**config.mk**
```make
export PLATFORM = sky130hd
export DESIGN_NAME = output_forward
export DESIGN_NICKNAME = d
export VERILOG_FILES = /design/src/rtl/nn_pkg.sv /design/src/rtl/sat_mac.sv /design/src/rtl/output_forward.sv
export SDC_FILE = /design/constraint.sdc
export NUM_CORES = 1
export LEC_CHECK = 0
export CORE_MARGIN = 1.5
export CORE_UTILIZATION = 51
export CTS_CLUSTER_DIAMETER = 100
export DETAILED_ROUTE_END_ITERATION = 10
export PLACE_DENSITY_LB_ADDON = 0.05
export SYNTH_ARGS = -nofsm -noshare
export SYNTH_HDL_FRONTEND = slang
export SYNTH_SLANG_ARGS = --single-unit
```
**constraint.sdc**
```tcl
create_clock -name clk_i -period 5.4 [get_ports clk_i]
set_input_delay 1.35 -clock clk_i [delete_from_list [all_inputs] [get_ports clk_i]]
set_output_delay 1.35 -clock clk_i [all_outputs]
set_load 0.005 [all_outputs]
```
**src/rtl/nn_pkg.sv**
```systemverilog
// rtl/nn_pkg.sv - shared widths and forward-stage state encoding for the output neuron
package nn_pkg;

    localparam int HID_W = 10;
    localparam int WGT_W = 8;
    localparam int ACC_W = 23;

    typedef enum logic [1:0] {
        IDLE = 2'd0,
        LOAD = 2'd1,
        MAC  = 2'd2,
        DONE = 2'd3
    } fwd_state_t;

endpackage

```
**src/rtl/sat_mac.sv**
```systemverilog
// rtl/sat_mac.sv - combinational unsigned acc + a*b with saturation at ACC_W bits
module sat_mac #(
    parameter int A_W   = nn_pkg::HID_W,
    parameter int B_W   = nn_pkg::WGT_W,
    parameter int ACC_W = nn_pkg::ACC_W
) (
    input  logic [ACC_W-1:0] acc_i,
    input  logic [A_W-1:0]   a_i,
    input  logic [B_W-1:0]   b_i,
    output logic [ACC_W-1:0] sum_o,
    output logic             ovf_o
);

    localparam int PROD_W = A_W + B_W;
    // Sum is one bit wider than the wider operand so any carry past ACC_W is visible.
    localparam int SUM_W  = ((PROD_W > ACC_W) ? PROD_W : ACC_W) + 1;

    logic [PROD_W-1:0] prod;
    logic [SUM_W-1:0]  sum;

    // Multiply, widen, add, then clamp to all-ones if anything spilled above ACC_W.
    always_comb begin
        prod  = a_i * b_i;
        sum   = SUM_W'(acc_i) + SUM_W'(prod);
        ovf_o = |sum[SUM_W-1:ACC_W];
        sum_o = ovf_o ? {ACC_W{1'b1}} : sum[ACC_W-1:0];
    end

endmodule

```
**src/rtl/output_forward.sv**
```systemverilog
// rtl/output_forward.sv - serial snapshot-and-MAC forward pass for the output neuron
module output_forward #(
    parameter int  N_HIDDEN = 4,
    parameter int  HID_W    = nn_pkg::HID_W,
    parameter int  WGT_W    = nn_pkg::WGT_W,
    parameter int  ACC_W    = nn_pkg::ACC_W,
    localparam int SEL_W    = $clog2(N_HIDDEN)
) (
    input  logic                      clk_i,
    input  logic                      rst_i,
    input  logic                      start_i,
    input  logic                      clear_i,
    input  logic [N_HIDDEN*HID_W-1:0] hidden_i,
    input  logic [N_HIDDEN*WGT_W-1:0] weights_i,
    input  logic [SEL_W-1:0]          hsel_i,
    output logic                      busy_o,
    output logic                      done_o,
    output logic [ACC_W-1:0]          final_o,
    output logic [HID_W-1:0]          hidden_val_o,
    output logic                      ovf_o
);

    import nn_pkg::*;

    localparam logic [SEL_W-1:0] IDX_LAST = SEL_W'(N_HIDDEN - 1);

    fwd_state_t       state_q, state_d;
    logic [SEL_W-1:0] idx_q;
    logic [HID_W-1:0] hid_q [N_HIDDEN];
    logic [WGT_W-1:0] wgt_q [N_HIDDEN];
    logic [ACC_W-1:0] acc_q;
    logic [ACC_W-1:0] final_q;
    logic             ovf_q;
    logic [ACC_W-1:0] mac_sum;
    logic             mac_ovf;
    logic             idx_last;

    assign idx_last = (idx_q == IDX_LAST);

    sat_mac #(
        .A_W   (HID_W),
        .B_W   (WGT_W),
        .ACC_W (ACC_W)
    ) u_sat_mac (
        .acc_i (acc_q),
        .a_i   (hid_q[idx_q]),
        .b_i   (wgt_q[idx_q]),
        .sum_o (mac_sum),
        .ovf_o (mac_ovf)
    );

    // State register.
    always_ff @(posedge clk_i or posedge rst_i) begin
        if (rst_i) begin
            state_q <= IDLE;
        end else begin
            state_q <= state_d;
        end
    end

    // Next-state logic; clear wins over everything, start is only looked at in IDLE.
    always_comb begin
        state_d = state_q;
        if (clear_i) begin
            state_d = IDLE;
        end else begin
            case (state_q)
                IDLE:    if (start_i) state_d = LOAD;
                LOAD:    state_d = MAC;
                MAC:     if (idx_last) state_d = DONE;
                DONE:    state_d = IDLE;
                default: state_d = IDLE;
            endcase
        end
    end

    // Snapshot, accumulator, index and result; clear keeps the snapshot intact.
    always_ff @(posedge clk_i or posedge rst_i) begin
        if (rst_i) begin
            for (int k = 0; k < N_HIDDEN; k++) begin
                hid_q[k] <= '0;
                wgt_q[k] <= '0;
            end
            acc_q   <= '0;
            idx_q   <= '0;
            ovf_q   <= 1'b0;
            final_q <= '0;
        end else if (clear_i) begin
            acc_q   <= '0;
            idx_q   <= '0;
            ovf_q   <= 1'b0;
            final_q <= '0;
        end else begin
            case (state_q)
                LOAD: begin
                    for (int k = 0; k < N_HIDDEN; k++) begin
                        hid_q[k] <= hidden_i[k*HID_W +: HID_W];
                        wgt_q[k] <= weights_i[k*WGT_W +: WGT_W];
                    end
                    acc_q <= '0;
                    idx_q <= '0;
                    ovf_q <= 1'b0;
                end
                MAC: begin
                    acc_q <= mac_sum;
                    ovf_q <= ovf_q | mac_ovf;
                    idx_q <= idx_q + SEL_W'(1);
                    // Result is published only on the final term so backprop never sees partials.
                    if (idx_last) begin
                        final_q <= mac_sum;
                    end
                end
                default: ;
            endcase
        end
    end

    // Status outputs and snapshot read port; out-of-range selects read as zero.
    always_comb begin
        busy_o       = (state_q == LOAD) || (state_q == MAC);
        done_o       = (state_q == DONE) && !clear_i;
        final_o      = final_q;
        ovf_o        = ovf_q;
        hidden_val_o = '0;
        if (32'(hsel_i) < N_HIDDEN) begin
            hidden_val_o = hid_q[hsel_i];
        end
    end

endmodule

```
# Yosys cells after proc, flatten, opt, wreduce, memory -nomap -nowiden
# Cells that the tools add are included.
# W data, S select, Z words.
totals:
  register_bits: 123
  input_bits: 78
  word_cells: 61
classes:
  add_sub_neg: 2
  mul: 1
  magnitude_cmp: 2
  n_eq_ne: 6
  muxes: 23
  n_bitwise: 4
  n_reduce_logical: 10
op_table:
  columns: ["operator", "count"]
  rows:
  - ["$mux W23", 5]
  - ["$pmux W23 S2", 1]
  - ["$bmux W10 S2", 2]
  - ["$mux W10", 4]
  - ["$add A23 B18 Y24", 1]
  - ["$mul A10 B8 Y18", 1]
  - ["$bmux W8 S2", 1]
  - ["$mux W8", 2]
  - ["$mux W2", 4]
  - ["$pmux W2 S4", 1]
  - ["$eq A2 B2 Y1 const B", 3]
  - ["$ge A3 B3 Y1 const B", 2]
  - ["$ne A3 B3 Y1 const B", 2]
  - ["$not A2 Y3", 2]
  - ["$reduce_and A2 Y1", 3]
  - ["$pmux W2 S2", 1]
  - ["$reduce_bool A2 Y1", 2]
  - ["$reduce_bool A3 Y1", 1]
  - ["$add A2 B1 Y2 const B", 1]
  - ["$eq A2 B1 Y1 const B", 1]
  - ["$logic_not A2 Y1", 1]
  - ["$pmux W1 S2", 1]
  - ["$logic_and A1 B1 Y1", 1]
  - ["$logic_not A1 Y1", 1]
  - ["other kinds (4)", 4]

# Depth between registers and ports, before layout
logic_depth:
  depth_word: 10
  mapped_depth: 21
  mapped_depth_nobuf: 18

# Hierarchy
# Synthesis repeated with hierarchy kept, for this count alone.
unflattened:
  cells_unflattened: 837
  area_unflattened_um2: 9430.3
modules_own_cells:
  columns: ["mod", "instances", "cells_per_inst", "area_per_inst_um2"]
  rows:
  - ["output_forward", 1, 375, 5755.5]
  - ["sat_mac", 1, 462, 3674.8]

# Worst setup path after synthesis
# OpenSTA, ideal clock, no wires.
synth_timing:
  path_type: "reg2reg"
  from: "register idx_q[1]"
  to: "register final_q[17], in the netlist final_o[17]"
  setup_time_ps: 132
  arrival_ps: 5304
  path_slack_ps: -35
  stages_incl_launch_ff: 19
  path_buffers: 3
  period_less_slack_ps: 5435
  path_cell_list: "dfrtp_1 -> clkbuf_1 -> clkbuf_1 -> mux4_2 -> and2_1 -> fa_1 -> fa_1 -> fa_1 -> inv_1 -> fa_1 -> inv_1 -> ha_1 -> clkbuf_2 -> a211oi_2 -> o21ai_0 -> and3b_1 -> or4_1 -> a21oi_1 -> o21ai_1"
synth_between:
  elab_chain_len: 10
  elab_cells_between_ends: 16
  classes_between: "add/sub: 1; mul: 1; eq/ne: 1; mux: 10; bitwise: 1; reduce/logical: 2"
synth_lines:
  columns: ["element", "line_no", "source"]
  rows:
  - ["from (decl)", "output_forward.sv:28", "logic [SEL_W-1:0] idx_q;"]
  - ["from (signal assigned)", "output_forward.sv:107", "idx_q <= idx_q + SEL_W'(1);"]
  - ["$not A2 Y3 (implied by the code)", "output_forward.sv:46, output_forward.sv:47", null]
  - ["$bmux W10 S2 or $bmux W8 S2 (tied branches)", "output_forward.sv:46, output_forward.sv:47", null]
  - ["$mux W10 (implied by the code) or $mux W8 (tied branches) (2 in a row)", "output_forward.sv:46, output_forward.sv:47", null]
  - ["$mul A10 B8 Y18", "sat_mac.sv:23", "prod = a_i * b_i;"]
  - ["$add A23 B18 Y24", "sat_mac.sv:24", "sum = SUM_W'(acc_i) + SUM_W'(prod);"]
  - ["$mux W23", "sat_mac.sv:26", "sum_o = ovf_o ? {ACC_W{1'b1}} : sum[ACC_W-1:0];"]
  - ["$mux W23", "output_forward.sv:109", "if (idx_last) begin"]
  - ["$mux W23", "output_forward.sv:94", "case (state_q)"]
  - ["$mux W23", "output_forward.sv:88", "end else if (clear_i) begin"]
  - ["to (signal assigned)", "output_forward.sv:110", "final_q <= mac_sum;"]
  - ["to (decl)", "output_forward.sv:32", "logic [ACC_W-1:0] final_q;"]
# Parallel ways exist; a longest one is shown, timed or not. The select of a mux whose other input is x is not followed.
# A chain may end at the register's enable or synchronous reset.

# Final worst setup path
layout_timing:
  from: "register idx_q[0]"
  to: "register final_q[11], in the netlist final_o[11]"
# The elaborated chain is that of the path after synthesis.

==> impl_metrics.env <==
export IMPL_syn_nets=1004
export IMPL_tightest_slew_ns=1.125
export IMPL_rsz0062_at_grt="yes"
export IMPL_wirelength_mm=22.41
export IMPL_drive_gt1_frac=0.2638
export IMPL_worst_endpoint_required_ns=5.73
export IMPL_multiInputGateArea_mm2=0.005472
export IMPL_max_freq_ghz=0.1835
export IMPL_relSlewSlack=0.2503
export IMPL_synth_area_mm2=0.008850
export IMPL_start_util=0.5280
export IMPL_crit_fanout=7
export IMPL_ios=114
export IMPL_port_buffers=113
export IMPL_regToRegSetupSlack_ns=-0.05
export IMPL_wl_met3_um=948
export IMPL_hold_path_class="reg2reg"
export IMPL_grt_pass1_vias=7026
export IMPL_crit_arrival_ns=5.78
export IMPL_areaGrowthSynthToFinish_pct=32.08
export IMPL_cts_sinks=123
export IMPL_worstSetupEndpointType="register"
export IMPL_synth_cells=814
export IMPL_skew_ns=0.01124
export IMPL_m1WireLength_mm=10.02
export IMPL_hpwlAfterDp_mm=16.33
export IMPL_final_seq_area_mm2=0.003079
export IMPL_wl_met2_mm=11.19
export IMPL_rows=47
export IMPL_final_nets=1170
export IMPL_cts_root_buf="clkbuf_16"
export IMPL_drc=0
export IMPL_clock_latency_ns=0.42
export IMPL_ys_types=58
export IMPL_dieWidth_um=134.7
export IMPL_gp_routability_congestion=0.8778
export IMPL_first_pass_iters=5
export IMPL_cts_reportedPaths_clkPinSlew_ns=0.07
export IMPL_via_per_inst=5.504
export IMPL_fin_crit_ns=5.449
export IMPL_fin_crit_sh=1.009
export IMPL_cts_tree="built"
export IMPL_overflow=0
export IMPL_critical_path_class="reg2reg"
export IMPL_synthArstFlopShare=1.000
export IMPL_dieArea_mm2=0.01815
export IMPL_h_tree_depth=4
export IMPL_die_y_um=134.7
export IMPL_ys_seq_area_frac=0.3478
export IMPL_synth_edf_count=0
export IMPL_synth_ff_type="dfrtp_1"
export IMPL_routedWlPerCell_um=18.47
export IMPL_finalSetupViolCount=27
export IMPL_final_cells=1213
export IMPL_grt_util_all_layers=0.2596
export IMPL_setup_tns_ns=-0.5179
export IMPL_setup_ws_ns=-0.04909
export IMPL_finalHoldViolations=0
export IMPL_n_antenna_cell=0
export IMPL_drtIter0Drc=376
export IMPL_clock_path_buffers=2
export IMPL_antenna_found_initial=0
export IMPL_grt_first_pass_wirelength_mm=36.16
export IMPL_cts_buffers=17
export IMPL_grt_max_degree=78
export IMPL_syn_area_per_cell_um2=10.87
export IMPL_drv_cap=0
export IMPL_coreArea_mm2=0.01676
export IMPL_crit_path_start_kind="register"
export IMPL_status="finished, violations left"
export IMPL_top_layer="met4"
export IMPL_route_vias_total=6676
export IMPL_drv_slew=0
export IMPL_ant_nets=0
export IMPL_dpl_cell_count=1164
export IMPL_violations="negative setup slack"
export IMPL_final_fill_count=1245
export IMPL_yosys_warnings=0
export IMPL_synth_seq_cells=123
## flip-flops by register name (all words and copies together) (netlist names)
| register | flops |
|---|---|
| idx_q | 2 |
| state_q | 2 |
| ovf_o | 1 |
| wgt_q | 32 |
| acc_q | 23 |
| final_o | 23 |
| hid_q | 40 |
## critical path, cell delays in order (launching register included)
cell and delay, ns:
dfrtp_2 0.44, buf_12 0.14, buf_4 0.13, mux4_2 0.54, and2_1 0.23, fa_1 0.57, fa_2 0.44, fa_1 0.57
inv_2 0.04, fa_1 0.53, inv_2 0.05, ha_4 0.29, nand2_4 0.05, nor3_2 0.17, a21bo_4 0.27, a311oi_4 0.26
buf_6 0.17, buf_6 0.12, clkbuf_16 0.15, a21oi_2 0.04, o21ai_0 0.15
## what timing repair did
| action | CTS | global route |
|---|---|---|
| setup endpoints to repair | 31 | 47 |
| cloned | 3 | 2 |
| pin swaps | 7 | 11 |
| hold buffers | 0 | 0 |
| resized for setup | 30 | 40 |
| setup buffers | 5 | 8 |
## layout make-up
| class | instances | area share |
|---|---|---|
| clock buffers | 21 | 0.04110 |
| clock inverters | 11 | 0.01338 |
| inverters | 122 | 0.03939 |
| multi-input cells | 539 | 0.4681 |
| flip-flops and latches | 123 | 0.2634 |
| well taps | 220 | 0.02355 |
| repair buffers | 177 | 0.1510 |
## synthesized netlist by cell type (all sizes together), types with 7 or more instances
master  number  area [um^2]
clkbuf      25        95.09
nand3        9        50.05
nand4        7        43.79
xnor2        7        61.31
mux2        74        833.3
ha          48        600.6
a21oi       21        123.9
dfrtp      123         3078
nor2        24        97.60
and2        48        300.3
inv        122        457.9
o21ai       46        230.2
mux4        28        630.6
fa          64         1281
nand2       89        334.1
## final timing paths
check | end | from | depth (start not counted)
setup / recovery | final_o[11]$_DFFE_PP0P_ | idx_q[0]$_DFFE_PP0P_ | 20
hold / removal | final_o[17]$_DFFE_PP0P_ | final_o[17]$_DFFE_PP0P_ | 2
setup reg to reg | final_o[11]$_DFFE_PP0P_ | idx_q[0]$_DFFE_PP0P_ | 20
hold reg to reg | final_o[17]$_DFFE_PP0P_ | final_o[17]$_DFFE_PP0P_ | 2
max in group asynchronous | wgt_q[22]$_DFFE_PP0P_ | rst_i | 3
min in group asynchronous | final_o[22]$_DFFE_PP0P_ | rst_i | 2
## cells by family (layout without fill, tap and decap cells)
family	count (synthesis)	count (layout)	synth area share
flops	123	123	0.3478
buf+inv	153	331	0.06702
mux	105	106	0.1688
simple gates	200	200	0.1096
compound gates	113	113	0.08624
xor+xnor	8	8	0.007918
fa+ha+maj	112	112	0.2126
## through the flow
step,area (um^2),setup slack (ns),hold WS [ns],util
floorplan,8851,0.07884,0.4498,-
global placement,10550,-0.1360,0.4631,0.6293
detailed placement,10550,-0.2023,0.4739,0.6293
CTS,11480,0.005050,0.4872,0.6850
global route,11690,-0.2213,0.5200,0.6974
finish,11690,-0.04909,0.4806,0.6974
## routing by layer
metal / track usage / vias up
met5: 0 / -
met4: 0.06272 / 0
met3: 0.05480 / 22
met2: 0.4219 / 155
met1: 0.3596 / 3428
li1: - / 3071
## cells in the final DEF, fill, tap and decap left out, types with 3 or more instances in the layout
| cell | Yosys | layout |
|---|---|---|
| clkinvlp_4 | 0 | 3 |
| a21oi_1 | 16 | 13 |
| o211ai_1 | 4 | 4 |
| o21ai_1 | 18 | 23 |
| dfrtp_1 | 123 | 122 |
| nand3_1 | 8 | 8 |
| nand4_1 | 7 | 7 |
| ha_4 | 0 | 8 |
| mux2i_1 | 3 | 3 |
| buf_16 | 0 | 3 |
| o31ai_1 | 3 | 3 |
| xnor2_1 | 7 | 7 |
| clkbuf_16 | 0 | 18 |
| nor3_1 | 6 | 3 |
| or3_1 | 4 | 4 |
| buf_4 | 0 | 49 |
| clkdlybuf4s50_1 | 0 | 113 |
| o21ai_0 | 28 | 21 |
| mux2_2 | 74 | 74 |
| a21o_1 | 3 | 3 |
| fa_1 | 64 | 61 |
| nor2_2 | 3 | 6 |
| and2_4 | 0 | 6 |
| nand2_1 | 89 | 86 |
| bufinv_16 | 0 | 3 |
| a22o_1 | 5 | 5 |
| inv_2 | 0 | 4 |
| buf_12 | 0 | 4 |
| mux4_2 | 28 | 28 |
| clkbuf_8 | 0 | 4 |
| ha_1 | 48 | 39 |
| nor2b_4 | 0 | 3 |
| inv_6 | 0 | 3 |
| fa_2 | 0 | 3 |
| buf_6 | 2 | 7 |
| nor2_1 | 21 | 18 |
| nor3_2 | 0 | 3 |
| inv_1 | 122 | 117 |
| a21oi_2 | 5 | 7 |
| and2_1 | 48 | 42 |
Power is not shown: default switching activity piles up to over one toggle a cycle in this logic, so the estimate is an artifact.
